===== config.mk =====
export PLATFORM = sky130hd
export DESIGN_NAME = request_queue_flat
export DESIGN_NICKNAME = d
export VERILOG_FILES = /design/src/rtl/global_defs.sv /design/src/rtl/request_queue_if.sv /design/src/rtl/queue_fifo.sv /design/src/rtl/request_queue.sv /design/src/flat_wrapper.sv
export SDC_FILE = /design/constraint.sdc
export NUM_CORES = 1
export LEC_CHECK = 0
export CAP_MARGIN = 0
export CORE_MARGIN = 2
export CORE_UTILIZATION = 55
export CTS_BUF_LIST = sky130_fd_sc_hd__clkbuf_8 sky130_fd_sc_hd__clkbuf_16
export CTS_CLUSTER_DIAMETER = 50
export CTS_CLUSTER_SIZE = 28
export DETAILED_ROUTE_END_ITERATION = 12
export GPL_TIMING_DRIVEN = 0
export PLACE_DENSITY = 0.76
export REMOVE_ABC_BUFFERS = 1
export SETUP_SLACK_MARGIN = 0.3
export SYNTH_ARGS = -nofsm -noshare
export SYNTH_HDL_FRONTEND = slang
export SYNTH_SLANG_ARGS = --single-unit

===== constraint.sdc =====
create_clock -name clk -period 5.9 [get_ports clk]
set_input_delay 0.885 -clock clk [delete_from_list [all_inputs] [get_ports clk]]
set_output_delay 0.885 -clock clk [all_outputs]
set_load 0.005 [all_outputs]

===== src/rtl/global_defs.sv =====
// Shared types for the trace-driven memory model: parser requests, queue entries
// and default sizing for the request queue.
package global_defs;

  localparam int ADDRESS_WIDTH          = 32;
  localparam int QUEUE_DEPTH_DEFAULT    = 16;
  localparam int SERVICE_CYCLES_DEFAULT = 4;

  typedef logic [31:0] int_t;

  typedef enum logic [1:0] {
    NOP   = 2'd0,
    READ  = 2'd1,
    WRITE = 2'd2
  } parsed_op_t;

  typedef struct packed {
    parsed_op_t               opcode;
    logic [ADDRESS_WIDTH-1:0] address;
    int_t                     time_cpu;
    logic                     op_ready_s;
  } parser_out_struct_t;

  typedef struct packed {
    parsed_op_t               opcode;
    logic [ADDRESS_WIDTH-1:0] address;
    int_t                     time_cpu;
    int_t                     time_in;
  } queue_entry_t;

endpackage


===== src/rtl/request_queue_if.sv =====
// Bundle between the trace parser / DRAM command stage (master) and the request queue (slave).
interface request_queue_if
  import global_defs::*;
#(
  parameter int QUEUE_DEPTH = QUEUE_DEPTH_DEFAULT
) ();

  parser_out_struct_t            in;
  int_t                          queue_time;
  logic                          queue_full;
  logic                          pending_request;
  logic [$clog2(QUEUE_DEPTH):0]  queue_count;
  logic                          retire_valid;
  queue_entry_t                  retire_entry;

  modport slave (
    input  in,
    output queue_time, queue_full, pending_request, queue_count, retire_valid, retire_entry
  );

  modport master (
    output in,
    input  queue_time, queue_full, pending_request, queue_count, retire_valid, retire_entry
  );

endinterface


===== src/rtl/queue_fifo.sv =====
// Circular buffer of queue entries: storage, head/tail pointers and occupancy count.
// Callers must not push when full nor pop when empty.
module queue_fifo
  import global_defs::*;
#(
  parameter int DEPTH = QUEUE_DEPTH_DEFAULT
) (
  input  logic                      clk,
  input  logic                      rst_n,
  input  logic                      push,
  input  queue_entry_t              push_entry,
  input  logic                      pop,
  output queue_entry_t              head_entry,
  output logic [$clog2(DEPTH):0]    count,
  output logic                      full,
  output logic                      empty
);

  localparam int PTR_W = $clog2(DEPTH);
  localparam int CNT_W = PTR_W + 1;

  queue_entry_t           mem [DEPTH];
  logic [PTR_W-1:0]       wr_ptr_reg;
  logic [PTR_W-1:0]       rd_ptr_reg;
  logic [CNT_W-1:0]       count_reg;

  // Storage carries no reset; stale contents are never visible because count gates reads.
  always_ff @(posedge clk) begin
    if (push) begin
      mem[wr_ptr_reg] <= push_entry;
    end
  end

  always_ff @(posedge clk) begin
    if (!rst_n) begin
      wr_ptr_reg <= '0;
      rd_ptr_reg <= '0;
      count_reg  <= '0;
    end else begin
      if (push) begin
        wr_ptr_reg <= wr_ptr_reg + PTR_W'(1);
      end
      if (pop) begin
        rd_ptr_reg <= rd_ptr_reg + PTR_W'(1);
      end
      case ({push, pop})
        2'b10:   count_reg <= count_reg + CNT_W'(1);
        2'b01:   count_reg <= count_reg - CNT_W'(1);
        default: count_reg <= count_reg;
      endcase
    end
  end

  assign head_entry = mem[rd_ptr_reg];
  assign count      = count_reg;
  assign full       = (count_reg == CNT_W'(DEPTH));
  assign empty      = (count_reg == '0);

endmodule


===== src/rtl/request_queue.sv =====
// Bounded request FIFO closing the parser handshake; owns simulation time and retires
// the head after a fixed service time. REQUEST_QUEUE_TIME_SKIP_EN enables idle time skips.
module request_queue
  import global_defs::*;
#(
  parameter int QUEUE_DEPTH    = QUEUE_DEPTH_DEFAULT,
  parameter int SERVICE_CYCLES = SERVICE_CYCLES_DEFAULT
) (
  input  logic            clk,
  input  logic            rst_n,
  request_queue_if.slave  q
);

  localparam int                TIMER_W    = (SERVICE_CYCLES > 1) ? $clog2(SERVICE_CYCLES) : 1;
  localparam logic [TIMER_W-1:0] TIMER_LAST = TIMER_W'(SERVICE_CYCLES - 1);

  int_t                          queue_time_reg;
  int_t                          queue_time_next;
  logic [TIMER_W-1:0]            head_timer_reg;
  logic [TIMER_W-1:0]            head_timer_next;
  logic                          pending_reg;

  logic                          push;
  logic                          pop;
  logic                          full;
  logic                          empty;
  logic [$clog2(QUEUE_DEPTH):0]  count;
  queue_entry_t                  push_entry;
  queue_entry_t                  head_entry;

  // Full blocks a push even when the head retires on the same edge.
  assign push = q.in.op_ready_s && !full && (q.in.time_cpu <= queue_time_reg);
  assign pop  = !empty && (head_timer_reg == TIMER_LAST);

  always_comb begin
    push_entry          = '0;
    push_entry.opcode   = q.in.opcode;
    push_entry.address  = q.in.address;
    push_entry.time_cpu = q.in.time_cpu;
    push_entry.time_in  = queue_time_reg;
  end

  always_comb begin
    queue_time_next = queue_time_reg + 32'd1;
`ifdef REQUEST_QUEUE_TIME_SKIP_EN
    // Nothing to service and the parser is waiting on the future: jump straight there.
    if (empty && !push && q.in.op_ready_s && (q.in.time_cpu > queue_time_reg + 32'd1)) begin
      queue_time_next = q.in.time_cpu;
    end
`endif
  end

  always_comb begin
    head_timer_next = head_timer_reg + TIMER_W'(1);
    if (empty || pop) begin
      head_timer_next = '0;
    end
  end

  always_ff @(posedge clk) begin
    if (!rst_n) begin
      queue_time_reg <= '0;
      head_timer_reg <= '0;
      pending_reg    <= 1'b0;
    end else begin
      queue_time_reg <= queue_time_next;
      head_timer_reg <= head_timer_next;
      pending_reg    <= q.in.op_ready_s && !push;
    end
  end

  queue_fifo #(
    .DEPTH (QUEUE_DEPTH)
  ) u_fifo (
    .clk        (clk),
    .rst_n      (rst_n),
    .push       (push),
    .push_entry (push_entry),
    .pop        (pop),
    .head_entry (head_entry),
    .count      (count),
    .full       (full),
    .empty      (empty)
  );

  assign q.queue_time      = queue_time_reg;
  assign q.queue_full      = full;
  assign q.pending_request = pending_reg;
  assign q.queue_count     = count;
  assign q.retire_valid    = pop;
  assign q.retire_entry    = head_entry;

endmodule

===== src/flat_wrapper.sv =====
// flat-port wrapper written by rule: the top's interface ports become plain ports
module request_queue_flat import global_defs::*;
#(
  parameter int QUEUE_DEPTH    = QUEUE_DEPTH_DEFAULT,
  parameter int SERVICE_CYCLES = SERVICE_CYCLES_DEFAULT
)
  (clk, rst_n, q_in, q_queue_time, q_queue_full, q_pending_request, q_queue_count, q_retire_valid, q_retire_entry);
  request_queue_if #(.QUEUE_DEPTH(QUEUE_DEPTH)) q_i ();
  input  logic clk;
  input  logic rst_n;
  input wire logic [$bits(q_i.in)-1:0] q_in;
  output wire logic [$bits(q_i.queue_time)-1:0] q_queue_time;
  output wire logic [$bits(q_i.queue_full)-1:0] q_queue_full;
  output wire logic [$bits(q_i.pending_request)-1:0] q_pending_request;
  output wire logic [$bits(q_i.queue_count)-1:0] q_queue_count;
  output wire logic [$bits(q_i.retire_valid)-1:0] q_retire_valid;
  output wire logic [$bits(q_i.retire_entry)-1:0] q_retire_entry;
  assign q_i.in = q_in;
  assign q_queue_time = q_i.queue_time;
  assign q_queue_full = q_i.queue_full;
  assign q_pending_request = q_i.pending_request;
  assign q_queue_count = q_i.queue_count;
  assign q_retire_valid = q_i.retire_valid;
  assign q_retire_entry = q_i.retire_entry;
  request_queue #(.QUEUE_DEPTH(QUEUE_DEPTH), .SERVICE_CYCLES(SERVICE_CYCLES)) u_core (.clk(clk), .rst_n(rst_n), .q(q_i));
endmodule

Word-level counts from Yosys, hierarchy flattened --
Memories as Yosys holds them, arrays and structs flattened. A register that Yosys moved wholly into a read port is not among the register bits. Cells that the tools add are included.
Word-level totals: register bits 48, RAM bits 1568, input bits 69, output and inout bits 138, word-level logic and storage cells 35, memories 1
Cells by class: add/sub/neg operators 6, magnitude comparators 1, equality and inequality tests 4, muxes and demuxes 5, bitwise operators 1, reduce and logical (&&, ||, !) cells 11
Memories:
- u_core.u_fifo.mem | depth 16, width 98, read ports 1, clocked after Yosys merged registers in 1, wr ports 1, RTL line queue_fifo.sv:22 | queue_entry_t mem [DEPTH];
Operators by type and width (count):
- 32-bit by 1-bit adder with 32-bit output (second input constant) | 1
- 32-bit less-or-equal comparator | 1
- 5-bit one-hot mux with 2 select lines | 1
- 4-bit by 1-bit adder with 4-bit output (second input constant) | 2
- 4-bit 2-to-1 mux | 2
- 5-bit by 1-bit adder with 5-bit output (second input constant) | 1
- 5-bit == test (second input constant) | 1
- 5-bit logical NOT | 1
- 5-bit by 1-bit subtractor with 5-bit output (second input constant) | 1
- 2-bit == test (second input constant) | 2
- 1-bit logical AND | 4
- 1-bit logical NOT | 3
- 2-bit by 1-bit adder with 2-bit output (second input constant) | 1
- 2-bit by 1-bit == test with 1-bit output (second input constant) | 1
- 1-bit 2-to-1 mux | 2
- 2-bit nonzero test | 1
- 2-bit OR reduction | 1
- 1-bit logical OR | 1
- 1-bit inverter | 1

Longest topological paths before layout --
depth after elaboration 6, gate-level depth with buffers 19, depth with buffers taken out 17

Cells and area by module --
A second synthesis with hierarchy kept.
Second synthesis, totals: cell total of the unflattened synthesis 2778, area total of the unflattened synthesis 61824.3 µm²
Modules (own cells, without submodules):
- queue_fifo | instances 1, cells each 2502, area each 59447.0 µm², seq. area each 47425.5 µm²
- request_queue | instances 1, cells each 276, area each 2377.3 µm², seq. area each 700.7 µm²

Worst setup path before layout --
OpenSTA, ideal clock, no wires.
path kind in2reg, start input q_in[2], end memory u_core.u_fifo.mem[15][0] in the netlist's numbering, enable pin, library setup time 468 ps, data arrival time 4618 ps, required time 5432 ps, slack 814 ps, cell stages on the path 8, path buffers 1, cell sequence ha_1 -> nor2b_1 -> o211ai_1 -> a2111oi_0 -> o41a_2 -> nor2_2 -> buf_6 -> and3_1
Between the ends: longest elaborated chain between the ends 4
RTL lines:
- start, declared | RTL line flat_wrapper.sv:11 | input wire logic [$bits(q_i.in)-1:0] q_in;
- 32-bit less-or-equal comparator | RTL line request_queue.sv:32 | assign push = q.in.op_ready_s && !full && (q.in.time_cpu <= queue_time_reg);
- 1-bit logical AND | RTL line request_queue.sv:32
- 1-bit 2-to-1 mux | RTL line queue_fifo.sv:29 | if (push) begin
- 1-bit 2-to-1 mux (not written as such) | RTL line queue_fifo.sv:30 | mem[wr_ptr_reg] <= push_entry;
- end, declared | RTL line queue_fifo.sv:22
Every way passes these cells.

Worst setup path after layout --
start input q_in[18], end register u_core.u_fifo.count_reg[4], in the netlist u_core.u_fifo.count[4]
Between the ends: longest elaborated chain between the ends 4, elaborated cells on any way between the ends 6
RTL lines:
- 32-bit less-or-equal comparator * | RTL line request_queue.sv:32
- 1-bit logical AND * | RTL line request_queue.sv:32
- 2-bit by 1-bit == test with 1-bit output or 2-bit == test (tied branches) | RTL line queue_fifo.sv:46 | case ({push, pop})
- 5-bit one-hot mux with 2 select lines or 2-bit nonzero test (tied branches)
- end signal, assigned | RTL line queue_fifo.sv:47 | 2'b10: count_reg <= count_reg + CNT_W'(1);
- end signal, assigned | RTL line queue_fifo.sv:48 | 2'b01: count_reg <= count_reg - CNT_W'(1);
- end signal, assigned | RTL line queue_fifo.sv:49 | default: count_reg <= count_reg;
- end, declared | RTL line queue_fifo.sv:25 | logic [CNT_W-1:0] count_reg;
Every way passes the cells marked *; elsewhere a longest branch is shown, timed or not. A chain may end at the register's enable or synchronous reset.

==> qor.csv <==
stage,metric,value,unit
timing,Finish-stage setup viols,0,
clock_network,clock sinks,1620,
floorplan,# rows,123,
worst_setup_path,CP arrival,5960,ps
grt,vias in the first global route,29686,
clock_network,Max Root-Sink Buffers,3,
route,remaining routing DRC violations,0,
floorplan,Core ar.,112000,µm²
worst_setup_path,Worst EP required,6570,ps
place,pre-CTS WS,-705,ps
timing,worst-margin pin slew,1000,ps
pwr,PD cells,310,nW/µm²
yosys,top-area cell type share of the netlist area,76.0,%
worst_setup_path,RR Startpoint,u_core.q.queue_time[23],
grt,first-pass GRT wire length,201,mm
timing,Fin. Hold Viols,0,
clock_network,total CTS buffers,131,
floorplan,Die Wd,340,µm
worst_setup_path,crit path kind,in2reg,
finish,synthesis-to-layout area growth,15.6,%
grt,grt ovf,0,
place,hpwl dp,74.4,mm
floorplan,Die Ht,340,µm
place,Placer Congestion,0.711,
yosys,asr flop ratio synth,0,%
timing,Worst Skew,36.9,ps
clock_network,CTS Root Cell,clkbuf_16,
status,status,"finished, final reports clean",
place,port buffer count,206,
yosys,main area contributors after synthesis,"edfxtp_1 (76%), mux4_2 (18%), dfxtp_1 (1.7%), ha_1 (0.87%), clkbuf_1 (0.43%)",
worst_setup_path,Worst Setup End Kind,flip-flop,
yosys,Mapped Cells,2550,
route,drt wl/cell,31.3,µm
pwr,leakage power,21.8,nW
worst_setup_path,Worst Setup Start Kind,input port,
worst_setup_path,Worst Setup SP,q_in[18],
grt,initial antenna violation count,9,
yosys,number of synthesis warnings,0,
timing,minimum clock period,5300,ps
floorplan,starting density of the core,55.3,%
timing,"Slew Viols, Final",0,
yosys,"area leader, netlist",edfxtp_1,
finish,Final Non-Filler Cells,4435,
pwr,Total Power Consumption,22.2,mW
yosys,"Seq/Total Area, Yosys",77.7,%
route,initial DRC count,3314,
finish,number of flip-flops in the largest register,1568,
yosys,"FF+latch count, synth",1620,
finish,post-layout net count,2938,
clock_network,# H-tree levels,4,
yosys,library cells used by synthesis,52,
min_path,Hold Crit Class,reg2reg,
timing,TNS Setup,0,ps
finish,layout cells sized above 1,27.3,%
route,Routed Antenna Nets,0,
clock_network,clock latency on the worst-skew pair,750,ps
place,dpl cells,4191,
yosys,synthesized area,61900,µm²
route,DR vias,28547,
clock_network,"CTS clk-pin slew, worst paths",70,ps
grt,GRT Overall Usage,24.2,%
timing,Max Freq,0.189,GHz
timing,period utilization,89.8,%
grt,largest net degree at the start of global routing,69,
worst_setup_path,critical-path maximum fanout,17,
timing,RSZ-0062 raised after global routing,no,
min_path,hold path start,u_core.head_timer_reg[0],
timing,Max transition margin,33.4,%
finish,final core utilization,63.9,%
route,Vias per Instance,6.44,
flow_run,MaxCap Viol Count,0,
route,first drt pass iteration count,5,
clock_network,CTS tree,built,
route,"wirelength, routed",139,mm
yosys,Most used DFF post-synth,edfxtp_1,
yosys,most frequent cell after synthesis,edfxtp_1,
yosys,Post-synth EDFFs,1568,
timing,final worst slack,601,ps
yosys,"top cells by count, synth","edfxtp_1 (1568), mux4_2 (490), clkbuf_1 (71), dfxtp_1 (52), ha_1 (43)",
yosys,Mapped Avg Cell Area,24.3,µm²
floorplan,die area,115000,µm²
pwr,Worst VDD drop,0.000278,V
floorplan,I/O Pins,207,
==> kinds of logic after synthesis <==
family	after synthesis	share of synthesized area [%]
DFF	1620	77.7
xor gates and xnor gates	34	0.481
and+or+nand+nor	144	1.40
AOI/OAI and AO/OA	56	0.616
muxes	493	17.9
adders and majority gates	43	0.868
buffers and inverters	160	1.09
==> per-stage QoR <==
step | hold WS, ps | instance area, µm²
after floorplan | 408 | 61400
after global placement | 417 | 65400
after detailed placement | 432 | 67000
after CTS | 442 | 71600
after global routing | 462 | 71600
final | 440 | 71600
==> cell usage in the layout (no fill, tap or decap), types with 14 or more instances in the layout <==
cell type	netlist	layout
a21oi_1	17	17
and2_1	34	34
and3_4	0	16
buf_16	0	50
clkbuf_16	0	139
clkdlybuf4s50_1	0	204
dfxtp_1	52	48
edfxtp_1	1568	1568
ha_1	43	43
inv_1	38	47
inv_6	0	20
mux4_2	490	490
nand2_1	14	14
xnor2_1	28	28
==> power breakdown <==
part,switching [mW],leakage [nW],internal (mW),total [mW]
Combinational,0.219,4.75,0.154,0.373
Sequential,0.0223,14.8,12.6,12.6
Clock,4.23,2.27,5.02,9.25
==> layout make-up <==
type                    count  area, µm²
diodes                      4       10.0
clock buffers             140       3490
multi-input cells         771      13200
flip-flops and latches   1620      48100
inverters                  38        143
well taps                1500       1880
fillers                  7069      40400
clock inverters            98       1120
repair buffers            264       3600
==> metal layers <==
metal	share of wire [%]	global-route usage [%]	routed length (µm)
met5	0.045	0	63
met4	2.4	6.60	3330
met3	8.0	5.05	11200
met2	51	39.8	70600
met1	39	33.5	53700
==> final timing paths <==
| kind | to | slack, ps | cells past startpoint |
|---|---|---|---|
| worst min-delay path | u_core.head_timer_reg[0] | 440 | 1 |
| worst max-delay path | u_core.u_fifo.count[4] | 600 | 17 |
| worst max register to register | u_core.u_fifo.count[4] | 630 | 17 |
| worst min register to register | u_core.head_timer_reg[0] | 440 | 1 |
==> repair_timing <==
item,in CTS,in global routing
resized for setup,1,2
hold buffers,0,0
pin swaps,0,1
setup endpoints to repair,4,3
buffers inserted,0,1
cloned,0,1
==> worst max-delay path, cell delays in order <==
cell             delay (ps)
clkdlybuf4s50_1         770
ha_1                    490
nand4_1                 290
nor4_1                  520
a21boi_0                500
o41a_2                  380
nor2_4                  130
inv_1                   100
ha_1                    360
xor2_1                  190
ha_1                    200
a21boi_0                220
o22a_1                  170
a21oi_1                  80
xor2_1                  160
or3_1                   310
a21boi_0                200
Note: power is estimated with default switching activity, not from simulation.
